File: config.mk
export PLATFORM = sky130hd
export DESIGN_NAME = decode_issue_flat
export DESIGN_NICKNAME = d
export VERILOG_FILES = /design/src/rtl/decode_issue_if.sv /design/src/rtl/decode_issue.sv /design/src/flat_wrapper.sv
export SDC_FILE = /design/constraint.sdc
export NUM_CORES = 1
export LEC_CHECK = 0
export CORE_ASPECT_RATIO = 0.5
export CORE_MARGIN = 2
export CORE_UTILIZATION = 44
export CTS_CLUSTER_SIZE = 24
export DETAILED_ROUTE_END_ITERATION = 12
export PLACE_DENSITY = 0.81
export SYNTH_ARGS = -nofsm -noshare
export SYNTH_HDL_FRONTEND = slang
export SYNTH_SLANG_ARGS = --single-unit
File: constraint.sdc
create_clock -name clk -period 3.58 [get_ports clk]
set_clock_uncertainty 0.05 [all_clocks]
set_input_delay 0.537 -clock clk [delete_from_list [all_inputs] [get_ports clk]]
set_output_delay 0.537 -clock clk [all_outputs]
set_load 0.02 [all_outputs]
File: src/rtl/decode_issue_if.sv
// Fetch-to-decode handshake: fetch presents an instruction (or a flush),
// and decode answers with in_ready.
interface decode_issue_if;
  logic        in_valid;
  logic        in_ready;
  logic [15:0] in_instr;
  logic        flush;

  modport master (
    output in_valid,
    output in_instr,
    output flush,
    input  in_ready
  );

  modport slave (
    input  in_valid,
    input  in_instr,
    input  flush,
    output in_ready
  );
endinterface

File: src/rtl/decode_issue.sv
// Decode/issue stage: decodes 16-bit instructions, blocks read-after-write hazards
// with a per-register pending-write scoreboard, and registers ALU controls for execute.
module decode_issue #(
  parameter logic [15:0] NOP_INSTR = 16'hF000
) (
  input  logic              clk,
  input  logic              rst_n,
  decode_issue_if.slave     fetch,
  output logic [2:0]        rf_raddr1,
  output logic [2:0]        rf_raddr2,
  output logic [2:0]        rf_raddr3,
  input  logic [15:0]       rf_rdata1,
  input  logic [15:0]       rf_rdata2,
  input  logic [15:0]       rf_rdata3,
  input  logic              wb_valid,
  input  logic [2:0]        wb_rd,
  output logic [11:0]       alusignals,
  output logic [15:0]       op1,
  output logic [15:0]       op2,
  output logic [4:0]        immx,
  output logic              isimmediate,
  output logic [15:0]       stdata,
  output logic [15:0]       instrout,
  output logic              illegal
);

  typedef enum logic [3:0] {
    OP_ADD = 4'd0,  OP_LD  = 4'd1,  OP_ST  = 4'd2,  OP_SUB = 4'd3,
    OP_MUL = 4'd4,  OP_CMP = 4'd5,  OP_MOV = 4'd6,  OP_OR  = 4'd7,
    OP_AND = 4'd8,  OP_NOT = 4'd9,  OP_LSL = 4'd10, OP_LSR = 4'd11,
    OP_NOP = 4'd15
  } opcode_e;

  localparam logic [2:0] FLAGS_REG = 3'd7;

  logic [3:0] opcode;
  logic       i_bit;
  logic [2:0] rd, rs1, rs2;

  assign opcode = fetch.in_instr[15:12];
  assign i_bit  = fetch.in_instr[11];
  assign rd     = fetch.in_instr[10:8];
  assign rs1    = fetch.in_instr[7:5];
  assign rs2    = fetch.in_instr[4:2];

  assign rf_raddr1 = rs1;
  assign rf_raddr2 = rs2;
  assign rf_raddr3 = rd;

  // Instruction class decode
  logic       use_rs1, use_rs2, use_rd;
  logic       has_dest, is_nop, reserved;
  logic [2:0] dest;

  always_comb begin
    // NOTE: every signal gets a default before the case so no path infers a latch.
    use_rs1  = 1'b0;
    use_rs2  = 1'b0;
    use_rd   = 1'b0;
    has_dest = 1'b0;
    is_nop   = 1'b0;
    reserved = 1'b0;
    dest     = rd;
    case (opcode)
      OP_ADD, OP_SUB, OP_MUL, OP_OR, OP_AND, OP_LSL, OP_LSR: begin
        use_rs1  = 1'b1;
        use_rs2  = ~i_bit;
        has_dest = 1'b1;
      end
      OP_CMP: begin
        use_rs1  = 1'b1;
        use_rs2  = ~i_bit;
        has_dest = 1'b1;
        dest     = FLAGS_REG;
      end
      OP_MOV: begin
        use_rs2  = ~i_bit;
        has_dest = 1'b1;
      end
      OP_LD, OP_NOT: begin
        use_rs1  = 1'b1;
        has_dest = 1'b1;
      end
      OP_ST: begin
        use_rs1 = 1'b1;
        use_rd  = 1'b1;
      end
      OP_NOP:  is_nop   = 1'b1;
      default: reserved = 1'b1;
    endcase
  end

  // Scoreboard: number of in-flight writes per register, saturating at 3
  logic [1:0] pend_q [8];
  logic [1:0] pend_d [8];

  logic hazard, accept, issue;

  always_comb begin
    hazard = (use_rs1  && (pend_q[rs1] != 2'd0)) ||
             (use_rs2  && (pend_q[rs2] != 2'd0)) ||
             (use_rd   && (pend_q[rd]  != 2'd0)) ||
             (has_dest && (pend_q[dest] == 2'd3));
  end

  assign fetch.in_ready = rst_n & ~fetch.flush & ~hazard;
  assign accept         = fetch.in_valid & fetch.in_ready;
  assign issue          = accept & ~reserved & ~is_nop;

  // Decrement first so an increment on the same register nets to no change.
  always_comb begin
    pend_d = pend_q;
    if (wb_valid && (pend_q[wb_rd] != 2'd0)) begin
      pend_d[wb_rd] = pend_q[wb_rd] - 2'd1;
    end
    if (issue && has_dest) begin
      pend_d[dest] = pend_d[dest] + 2'd1;
    end
  end

  // Registered ALU-side outputs
  logic [11:0] alu_d, alu_q;
  logic [15:0] op1_d, op1_q;
  logic [15:0] op2_d, op2_q;
  logic [4:0]  immx_d, immx_q;
  logic        isimm_d, isimm_q;
  logic [15:0] stdata_d, stdata_q;
  logic [15:0] instr_d, instr_q;
  logic        illegal_d, illegal_q;

  always_comb begin
    alu_d     = '0;
    op1_d     = '0;
    op2_d     = '0;
    immx_d    = '0;
    isimm_d   = 1'b0;
    stdata_d  = '0;
    instr_d   = NOP_INSTR;
    illegal_d = accept & reserved;
    if (issue) begin
      alu_d    = 12'd1 << opcode;
      op1_d    = rf_rdata1;
      op2_d    = rf_rdata2;
      stdata_d = rf_rdata3;
      immx_d   = fetch.in_instr[4:0];
      isimm_d  = i_bit | (opcode == OP_LD) | (opcode == OP_ST);
      instr_d  = fetch.in_instr;
    end
  end

  always_ff @(posedge clk) begin
    // NOTE: sequential state uses non-blocking assignments only, so every flop
    // samples pre-edge values regardless of statement order.
    if (!rst_n) begin
      // NOTE: the scoreboard must be reset as a whole; stale counts would
      // stall fetch forever after a mid-stream reset.
      for (int r = 0; r < 8; r++) begin
        pend_q[r] <= 2'd0;
      end
      alu_q     <= '0;
      op1_q     <= '0;
      op2_q     <= '0;
      immx_q    <= '0;
      isimm_q   <= 1'b0;
      stdata_q  <= '0;
      instr_q   <= NOP_INSTR;
      illegal_q <= 1'b0;
    end else begin
      for (int r = 0; r < 8; r++) begin
        pend_q[r] <= pend_d[r];
      end
      alu_q     <= alu_d;
      op1_q     <= op1_d;
      op2_q     <= op2_d;
      immx_q    <= immx_d;
      isimm_q   <= isimm_d;
      stdata_q  <= stdata_d;
      instr_q   <= instr_d;
      illegal_q <= illegal_d;
    end
  end

  assign alusignals  = alu_q;
  assign op1         = op1_q;
  assign op2         = op2_q;
  assign immx        = immx_q;
  assign isimmediate = isimm_q;
  assign stdata      = stdata_q;
  assign instrout    = instr_q;
  assign illegal     = illegal_q;

endmodule

File: src/flat_wrapper.sv
// flat-port wrapper written by rule: the top's interface ports become plain ports
module decode_issue_flat 
#(
  parameter logic [15:0] NOP_INSTR = 16'hF000
)
  (clk, rst_n, rf_raddr1, rf_raddr2, rf_raddr3, rf_rdata1, rf_rdata2, rf_rdata3, wb_valid, wb_rd, alusignals, op1, op2, immx, isimmediate, stdata, instrout, illegal, fetch_in_valid, fetch_in_instr, fetch_flush, fetch_in_ready);
  decode_issue_if fetch_i ();
  input  logic clk;
  input  logic rst_n;
  output logic [2:0] rf_raddr1;
  output logic [2:0] rf_raddr2;
  output logic [2:0] rf_raddr3;
  input  logic [15:0] rf_rdata1;
  input  logic [15:0] rf_rdata2;
  input  logic [15:0] rf_rdata3;
  input  logic wb_valid;
  input  logic [2:0] wb_rd;
  output logic [11:0] alusignals;
  output logic [15:0] op1;
  output logic [15:0] op2;
  output logic [4:0] immx;
  output logic isimmediate;
  output logic [15:0] stdata;
  output logic [15:0] instrout;
  output logic illegal;
  input wire logic [$bits(fetch_i.in_valid)-1:0] fetch_in_valid;
  input wire logic [$bits(fetch_i.in_instr)-1:0] fetch_in_instr;
  input wire logic [$bits(fetch_i.flush)-1:0] fetch_flush;
  output wire logic [$bits(fetch_i.in_ready)-1:0] fetch_in_ready;
  assign fetch_i.in_valid = fetch_in_valid;
  assign fetch_i.in_instr = fetch_in_instr;
  assign fetch_i.flush = fetch_flush;
  assign fetch_in_ready = fetch_i.in_ready;
  decode_issue #(.NOP_INSTR(NOP_INSTR)) u_core (.clk(clk), .rst_n(rst_n), .fetch(fetch_i), .rf_raddr1(rf_raddr1), .rf_raddr2(rf_raddr2), .rf_raddr3(rf_raddr3), .rf_rdata1(rf_rdata1), .rf_rdata2(rf_rdata2), .rf_rdata3(rf_rdata3), .wb_valid(wb_valid), .wb_rd(wb_rd), .alusignals(alusignals), .op1(op1), .op2(op2), .immx(immx), .isimmediate(isimmediate), .stdata(stdata), .instrout(instrout), .illegal(illegal));
endmodule
==> impl_metrics.py, run 1 <==
metrics = {
    "yosys": {
        "syn-num-nets": 494,
        "yosys-top-cells-area": "dfxtp_1, and2_1, buf_4",
        "netlist_area_um2": 4150,
        "syn_inst": 421,
        "synth_common_cells": "dfxtp_1, and2_1, nor2_1",
        "yosys.area.top_type": "dfxtp_1",
        "synth_cell_types": 62,
        "ys_seq_elements": 94,
        "synth_edf_count": 0,
        "synth-seq-area-share_pct": 45.3,
        "synthArstFlopShare_pct": 0,
        "synth_warnings": 0,
        "yosysTopAreaCellShare_pct": 45.3,
        "avgSynthCellArea_um2": 9.86,
        "synthFlopType": "dfxtp_1",
        "synth_most_common_cell": "dfxtp_1",
    },
    "die": {
        "die_area_um2": 10300,
        "start_util_pct": 46.5,
        "die_w_um": 141,
        "fp-row-count": 24,
        "die_h_um": 72.7,
        "coreArea_um2": 8920,
        "io_pins": 165,
    },
    "clock_network": {
        "cts-root-buf": "clkbuf_16",
        "cts_tree": "done",
        "hold_buffers": 0,
        "htreeDepth": 3,
        "cts_buffers": 9,
        "cts_sinks": 94,
        "insertion_delay_ps": 340,
        "clk_path_buf_depth": 2,
        "clkTransAtPathRegs_ps": 70,
    },
    "placement": {
        "dp_hpwl_mm": 9.85,
        "place_ws_ps": -302,
        "port-buffer-count": 164,
        "gp_congestion": 0.990,
        "dpl.cell_count": 715,
    },
    "setup_path": {
        "crit_buf_inv": 3,
        "critPathLaunchType": "input port",
        "crit_cells": 8,
        "crit_chain": "clkdlybuf4s50_1, nor4bb_1, buf_4, o211ai_1, a32o_1, o32ai_4, nor2_2, dlygate4sd2_1",
        "reg2reg_slack_ps": 510,
        "reg2reg_depth": 10,
        "slowest_stage": "clkdlybuf4s50_1",
        "critPathRequiredTime_ps": 2990,
        "cp_top_family": "buffers and inverters",
        "r2r-end": "u_core.pend_q[3]",
        "critPathCaptureType": "output pin",
        "critPathMaxStageDelay_ps": 580,
        "crit_path_start": "fetch_in_instr[12]",
        "arrival_ps": 2800,
        "rr_startpoint": "u_core.pend_q[8]",
        "critPathMaxFanout": 7,
        "crit_type": "input port to output pin",
    },
    "layout": {
        "fin_nets": 682,
        "insertedDiodeCount": 0,
        "area_growth_pct": 53.9,
        "fin_cells": 731,
        "drive_gt1_share_pct": 14.7,
        "final_util_pct": 71.6,
    },
    "pwr": {
        "leakagePower_nw": 2.49,
        "vdd_drop_max_v": 0.000227,
        "total_power_mw": 2.32,
        "powerDensity_nw_per_um2": 364,
    },
    "sta": {
        "fmax_ghz": 0.295,
        "drv_slew": 0,
        "grt_setup_unrepaired": "false",
        "min_period_over_period_pct": 94.5,
        "finalSetupViolCount": 0,
        "relSlewSlack_pct": 69.0,
        "hold_viol_final": 0,
        "period_minus_slack_ps": 3380,
        "layout_setup_ws_ps": 195,
        "tightest_slew_ps": 463,
    },
    "global_route": {
        "antenna_found_initial": 0,
        "grt_max_degree": 41,
        "overflow": 0,
        "grt_pass1_vias": 3708,
        "grt_first_pass_wirelength_mm": 19.5,
        "grtUsageTotal_pct": 24.5,
    },
    "hold_path": {
        "min_to": "u_core.pend_q[5]",
        "hold_path_depth": 4,
        "hp-start": "u_core.pend_q[5]",
        "hold_class": "flop to flop",
    },
    "route": {
        "viasPerCell": 5.27,
        "drt_iter0_drc": 252,
        "vias": 3855,
        "drt_first_pass_iters": 5,
        "drc": 0,
        "top_layer": "met4",
        "wl_per_cell_um": 17.3,
        "met2_length_mm": 6.13,
        "drt_wl_total_mm": 12.6,
        "m1WireLength_mm": 5.40,
        "antenna_left": 0,
        "wl_met3_um": 996,
    },
    "outcome": {
        "status": "completed",
    },
    "job": {
        "cap_violations": 0,
    },
}
-- report_power, final --
group          internal (mW)  switching (mW)
Clock                  0.483           0.417
Combinational          0.185           0.166
Sequential              1.06         0.00842
Total                   1.73           0.592
-- worst min-delay path, stage by stage, from the launching register on --
cell	delay, ps
dfxtp_1	380
nand2_1	80
o21ai_0	70
nand2_1	60
mux2i_1	60
-- flip-flops by register name, summed over array words and instances (netlist names) --
signal and count:
u_core.instrout 16, u_core.op1 16, u_core.op2 16, u_core.pend_q 16
u_core.stdata 16, u_core.alusignals 12, u_core.illegal 1, u_core.isimmediate 1
-- cells in the final DEF, fill, tap and decap left out, types with 8 or more instances in the layout --
cell type / count
clkdlybuf4s50_1: 161
dfxtp_1: 94
and2_1: 60
buf_4: 50
nor2_1: 30
nand2_1: 20
a21oi_1: 16
a31oi_1: 11
a211oi_1: 10
inv_1: 9
nor3_1: 9
nor4_1: 9
clkbuf_16: 9
mux2i_1: 8
-- what timing repair did --
item	CTS	global route
cloned	0	0
pin swaps	0	2
endpoints found under the setup margin	1	16
buffers inserted	0	0
resized for setup	1	6
-- metal layers --
layer,vias to the layer above,GRT usage [%]
met4,0,4.44
li1,1873,-
met3,13,5.64
met2,150,43.3
met1,1819,31.5
met5,-,0
-- per-stage QoR --
step	setup TNS, ps	area (um2)	hold WS, ps
detailed placement	-3930	6100	617
CTS	0	6380	631
floorplan	0	4150	540
finish	0	6390	641
global placement	-2170	6100	608
global route	0	6390	675
-- final cells by class --
type,instances,area [um2]
Fill cell,651,2530
Multi-Input combinational cell,280,2000
Inverter,9,33.8
Tap cell,117,146
Clock buffer,10,229
Sequential cell,94,1880
Clock inverter,6,53.8
Timing Repair Buffer,215,2040
-- how the worst max path moves through the flow --
stage / end / slack, ps
after floorplan: u_core.pend_q[11] / 360
after global placement: u_core.pend_q[0] / -180
after detailed placement: u_core.pend_q[0] / -300
after CTS: u_core.pend_q[0] / 30
after global routing: fetch_in_ready / 100
final: fetch_in_ready / 200
-- cell families (layout without fill, tap and decap cells) --
logic type / count (synthesis) / after routing / synth area share, %
simple gates: 178 / 178 / 25.1
buf+inv: 47 / 240 / 6.57
fa+ha+maj: 1 / 1 / 0.301
flops: 94 / 94 / 45.3
mux: 23 / 23 / 8.50
compound gates: 75 / 75 / 13.1
xor+xnor: 3 / 3 / 1.09
Power figures use the tool's default switching activity.
==> run 2: changes to the inputs <==
--- a/config.mk
+++ b/config.mk
@@ -5,12 +5,15 @@
 export SDC_FILE = /design/constraint.sdc
 export NUM_CORES = 1
 export LEC_CHECK = 0
+export CELL_PAD_IN_SITES_DETAIL_PLACEMENT = 1
+export CELL_PAD_IN_SITES_GLOBAL_PLACEMENT = 2
 export CORE_ASPECT_RATIO = 0.5
 export CORE_MARGIN = 2
-export CORE_UTILIZATION = 44
+export CORE_UTILIZATION = 25
 export CTS_CLUSTER_SIZE = 24
 export DETAILED_ROUTE_END_ITERATION = 12
-export PLACE_DENSITY = 0.81
+export PLACE_DENSITY_LB_ADDON = 0.1
+export REMOVE_ABC_BUFFERS = 1
 export SYNTH_ARGS = -nofsm -noshare
 export SYNTH_HDL_FRONTEND = slang
 export SYNTH_SLANG_ARGS = --single-unit
==> impl_metrics.py, run 2 (synthesis results as in run 1) <==
metrics = {
    "outcome": {
        "status": "completed",
    },
    "die": {
        "coreArea_um2": 16300,
        "start_util_pct": 25.5,
        "fp-row-count": 33,
        "die_area_um2": 17700,
        "die_w_um": 186,
        "io_pins": 165,
        "die_h_um": 95.1,
    },
    "pwr": {
        "powerDensity_nw_per_um2": 371,
        "total_power_mw": 2.49,
        "seqPwrFrac_pct": 43.1,
        "p_sw_uw": 615,
        "power_frac_comb_pct": 14.9,
        "vdd_drop_max_v": 0.000211,
        "p_int_mw": 1.87,
        "leakagePower_nw": 2.60,
        "p_sw_share_pct": 24.7,
        "clock_power_share_pct": 41.9,
    },
    "placement": {
        "dpl_cell_area_um2": 6370,
        "dp_hpwl_mm": 12.6,
        "place_ws_ps": -342,
        "gp_congestion": 0.813,
        "port-buffer-count": 164,
    },
    "hold_path": {
        "hp-start": "rf_rdata2[12]",
        "hold_path_depth": 2,
        "hold_class": "input port to flop",
    },
    "clock_network": {
        "clk_path_buf_depth": 2,
        "hold_buffers": 0,
        "clkTransAtPathRegs_ps": 70,
        "cts_sinks": 94,
        "insertion_delay_ps": 340,
        "htreeDepth": 3,
        "cts_setup_buffers": 0,
        "cts_buffers": 9,
        "cts_tree": "done",
        "cts-root-buf": "clkbuf_16",
    },
    "route": {
        "drt_iter0_drc": 174,
        "wl_per_cell_um": 18.5,
        "drc": 0,
        "drt_first_pass_iters": 4,
        "viasPerCell": 4.61,
        "antenna_left": 0,
        "vias": 3957,
        "drt_wl_total_mm": 15.9,
    },
    "global_route": {
        "grtUsageTotal_pct": 18.1,
        "grt_max_degree": 39,
        "overflow": 0,
        "antenna_found_initial": 1,
        "grt_first_pass_wirelength_mm": 23.8,
        "grt_pass1_vias": 3969,
    },
    "layout": {
        "area_growth_pct": 61.7,
        "drive_gt1_share_pct": 17.1,
        "mostFrequentLayoutCell": "clkdlybuf4s50_1",
        "final_cell_mix": "clkdlybuf4s50_1, dfxtp_1, buf_4",
        "fin_nets": 699,
        "fin_area_um2": 6710,
    },
    "setup_path": {
        "critPathCaptureType": "output pin",
        "arrival_ps": 2850,
        "crit_path_start": "fetch_in_instr[12]",
        "reg2reg_depth": 11,
        "critPathMaxFanout": 5,
        "crit_type": "input port to output pin",
        "critPathRequiredTime_ps": 2990,
        "rr_startpoint": "u_core.pend_q[9]",
        "critPathLaunchType": "input port",
    },
    "sta": {
        "min_period_over_period_pct": 96.1,
        "hold_viol_final": 0,
        "fmax_ghz": 0.291,
        "period_minus_slack_ps": 3440,
        "finalSetupViolCount": 0,
        "tightest_slew_ps": 583,
        "grt_setup_unrepaired": "false",
        "relSlewSlack_pct": 60.8,
        "drv_slew": 0,
        "layout_setup_ws_ps": 141,
    },
    "job": {
        "cap_violations": 0,
    },
}
-- run 2: cell types whose count changed in the layout (fill, tap and decap cells not counted), sizes merged --
| cell | previous run | this run |
|---|---|---|
| clkbuf | 10 | 9 |
| inv | 12 | 10 |
| diode | 0 | 1 |
| bufinv | 0 | 2 |
| buf | 51 | 68 |
-- run 2: timing repair --
item                       in CTS  in global routing
gates resized for setup         1                  7
hold endpoints to repair        0                  0
setup endpoints to repair       1                 16
pin swaps                       0                  2
-- run 2: worst paths after layout --
check	to	slack (ps)
worst max-delay path	fetch_in_ready	140
worst min-delay path	u_core.op2[12]	700
worst max register to register	u_core.pend_q[13]	460
worst min register to register	u_core.pend_q[5]	720
-- run 2: critical path, cell delays in order --
cell             delay, ps
clkdlybuf4s50_1        600
buf_4                  150
nand4bb_1              240
and3_1                 300
a32o_1                 280
o32ai_4                270
nor2_2                 130
dlygate4sd2_1          340
-- run 2: power by group through the flow --
stage	combinational, mW	sequential [mW]	clock [mW]
after floorplan	0.108	1.12	0
after detailed placement	0.373	1.10	0
after global routing	0.398	1.07	1.12
after CTS	0.374	1.07	1.08
after global placement	0.370	1.10	0
final	0.372	1.07	1.04
-- run 2: through the flow --
stage               setup TNS, ps  utilization [%]  hold slack [ps]  cells
global placement            -3240             39.1              719    842
global route                    0             41.1              692    857
floorplan                       0                -              540    383
finish                          0             41.2              700    858
CTS                             0             41.0              685    857
detailed placement          -4840             39.1              708    842
-- run 2: final cells by class --
class / instances / area [um2]
clock buffer: 9 / 225
sequential: 94 / 1880
clock inverter: 6 / 96.3
fill: 1864 / 9600
timing repair buffer: 232 / 2180
tap: 227 / 284
inverter: 9 / 33.8
multi-input combinational: 280 / 2010
antenna: 1 / 2.50
-- run 2: layer usage --
layer / wire (um) / track usage [%] / up-vias
met1: 7420 / 23.7 / 1915
li1: - / - / 1903
met5: 0 / 0 / -
met3: 1120 / 4.39 / 12
met2: 7190 / 30.3 / 127
met4: 138 / 4.00 / 0
==> run 3: changes to the inputs <==
--- a/config.mk
+++ b/config.mk
@@ -8,7 +8,7 @@
 export CELL_PAD_IN_SITES_DETAIL_PLACEMENT = 1
 export CELL_PAD_IN_SITES_GLOBAL_PLACEMENT = 2
 export CORE_ASPECT_RATIO = 0.5
-export CORE_MARGIN = 2
+export CORE_MARGIN = 5
 export CORE_UTILIZATION = 25
 export CTS_CLUSTER_SIZE = 24
 export DETAILED_ROUTE_END_ITERATION = 12
==> impl_metrics.py, run 3 (synthesis results as in run 1) <==
metrics = {
    "setup_path": {
        "r2r-end": "u_core.pend_q[3]",
        "reg2reg_depth": 11,
        "crit_buf_inv": 2,
        "critPathMaxStageDelay_ps": 630,
        "crit_chain": "clkdlybuf4s50_1, nor4bb_1, a221oi_1, a311o_1, a221o_1, nor2_2, dlygate4sd2_1",
        "slowest_stage": "clkdlybuf4s50_1",
        "critPathMaxFanout": 5,
        "crit_type": "input port to output pin",
        "reg2reg_slack_ps": 370,
        "critPathRequiredTime_ps": 2990,
        "cp_top_family": "buffers and inverters",
        "critPathLaunchType": "input port",
        "rr_startpoint": "u_core.pend_q[4]",
        "arrival_ps": 2840,
        "critPathCaptureType": "output pin",
    },
    "pwr": {
        "seqPwrFrac_pct": 44.2,
        "leakagePower_nw": 2.61,
        "clock_power_share_pct": 40.1,
        "vdd_drop_max_v": 0.000197,
        "powerDensity_nw_per_um2": 362,
        "p_int_mw": 1.76,
        "power_frac_comb_pct": 15.7,
        "p_sw_uw": 666,
        "p_sw_share_pct": 27.5,
    },
    "sta": {
        "min_period_over_period_pct": 95.7,
        "period_minus_slack_ps": 3430,
        "grt_setup_unrepaired": "false",
        "relSlewSlack_pct": 73.9,
        "hold_viol_final": 0,
        "fmax_ghz": 0.292,
        "tightest_slew_ps": 381,
        "drv_slew": 0,
        "finalSetupViolCount": 0,
    },
    "route": {
        "drc": 0,
        "antenna_left": 0,
        "wl_per_cell_um": 19.2,
        "drt_iter0_drc": 182,
        "viasPerCell": 4.62,
        "vias": 3975,
        "drt_first_pass_iters": 4,
        "drt_wl_total_mm": 16.6,
    },
    "clock_network": {
        "htreeDepth": 3,
        "cts_tree": "done",
        "cts_sinks": 94,
        "hold_buffers": 0,
        "clk_path_buf_depth": 2,
        "insertion_delay_ps": 350,
        "cts_buffers": 9,
        "clkTransAtPathRegs_ps": 80,
        "cts-root-buf": "clkbuf_16",
    },
    "hold_path": {
        "min_to": "u_core.op1[10]",
        "hp-start": "rf_rdata1[10]",
        "hold_class": "input port to flop",
        "hold_path_depth": 2,
    },
    "global_route": {
        "grt_first_pass_wirelength_mm": 25.0,
        "grt_pass1_vias": 4028,
        "antenna_found_initial": 0,
        "overflow": 0,
        "grt_max_degree": 44,
        "grtUsageTotal_pct": 16.9,
    },
    "die": {
        "start_util_pct": 25.4,
        "coreArea_um2": 16400,
        "io_pins": 165,
        "die_area_um2": 19400,
        "fp-row-count": 33,
        "die_w_um": 192,
        "die_h_um": 101,
    },
    "placement": {
        "dpl.cell_count": 843,
        "gp_congestion": 0.820,
        "dp_hpwl_mm": 13.3,
        "port-buffer-count": 164,
    },
    "layout": {
        "fin_cells": 861,
        "final_cell_mix": "clkdlybuf4s50_1, dfxtp_1, buf_4",
        "fill_cells": 1854,
        "fin_nets": 702,
        "insertedDiodeCount": 0,
        "final_util_pct": 40.9,
        "multi_input_area_um2": 2000,
        "regArea_um2": 1880,
        "area_growth_pct": 61.2,
        "mostFrequentLayoutCell": "clkdlybuf4s50_1",
        "drive_gt1_share_pct": 17.4,
    },
    "job": {
        "cap_violations": 0,
    },
    "outcome": {
        "status": "completed",
    },
}
-- run 3: final cells by class --
type	count	area share [%]
timing repair buffer	235	32.8
sequential	94	28.1
inverter	9	0.505
tap	227	4.24
clock buffer	9	3.37
multi-input combinational	280	29.9
clock inverter	7	1.12
-- run 3: how the worst max path moves through the flow --
stage	startpoint	to	slack (ps)	depth (start not counted)
floorplan	wb_rd[0]	u_core.pend_q[0]	360	10
global route	fetch_in_instr[15]	fetch_in_ready	50	9
detailed placement	wb_rd[1]	u_core.pend_q[0]	-310	11
finish	fetch_in_instr[8]	fetch_in_ready	150	7
CTS	wb_rd[1]	u_core.pend_q[0]	60	11
global placement	wb_rd[1]	u_core.pend_q[15]	-210	13
-- run 3: what timing repair did --
action                     in CTS  in global routing
gates resized for setup         1                  6
setup endpoints to repair       1                 14
setup buffers                   0                  2
pin swaps                       0                  1
-- run 3: power groups by stage --
stage / clock network [mW] / registers [mW] / logic [mW]
4_1_cts: 1.01 / 1.07 / 0.377
6_report: 0.972 / 1.07 / 0.381
2_1_floorplan: 0 / 1.12 / 0.108
3_5_place_dp: 0 / 1.10 / 0.375
5_1_grt: 1.05 / 1.07 / 0.407
3_3_place_gp: 0 / 1.10 / 0.373
-- run 3: metrics by stage --
step	worst slack, ps	hold WS [ps]	power, mW	setup TNS [ps]	area [um2]
4_1_cts	55.6	682	2.46	0	6670
5_1_grt	51.9	687	2.53	0	6690
2_1_floorplan	362	540	1.23	0	3910
3_3_place_gp	-209	702	1.47	-2800	6370
3_5_place_dp	-312	696	1.47	-4540	6370
6_report	153	695	2.42	0	6690
-- run 3: layer usage --
metal  part of all wire [%]  up-vias  routed length, um  global-route usage, %
li1                       -     1908                  -                      -
met1                     46     1930               7660                   22.8
met2                     45      122               7530                   27.3
met3                    7.2       15               1190                   4.50
met4                    1.0        0                166                   3.61
met5                      0        -                  0                      0
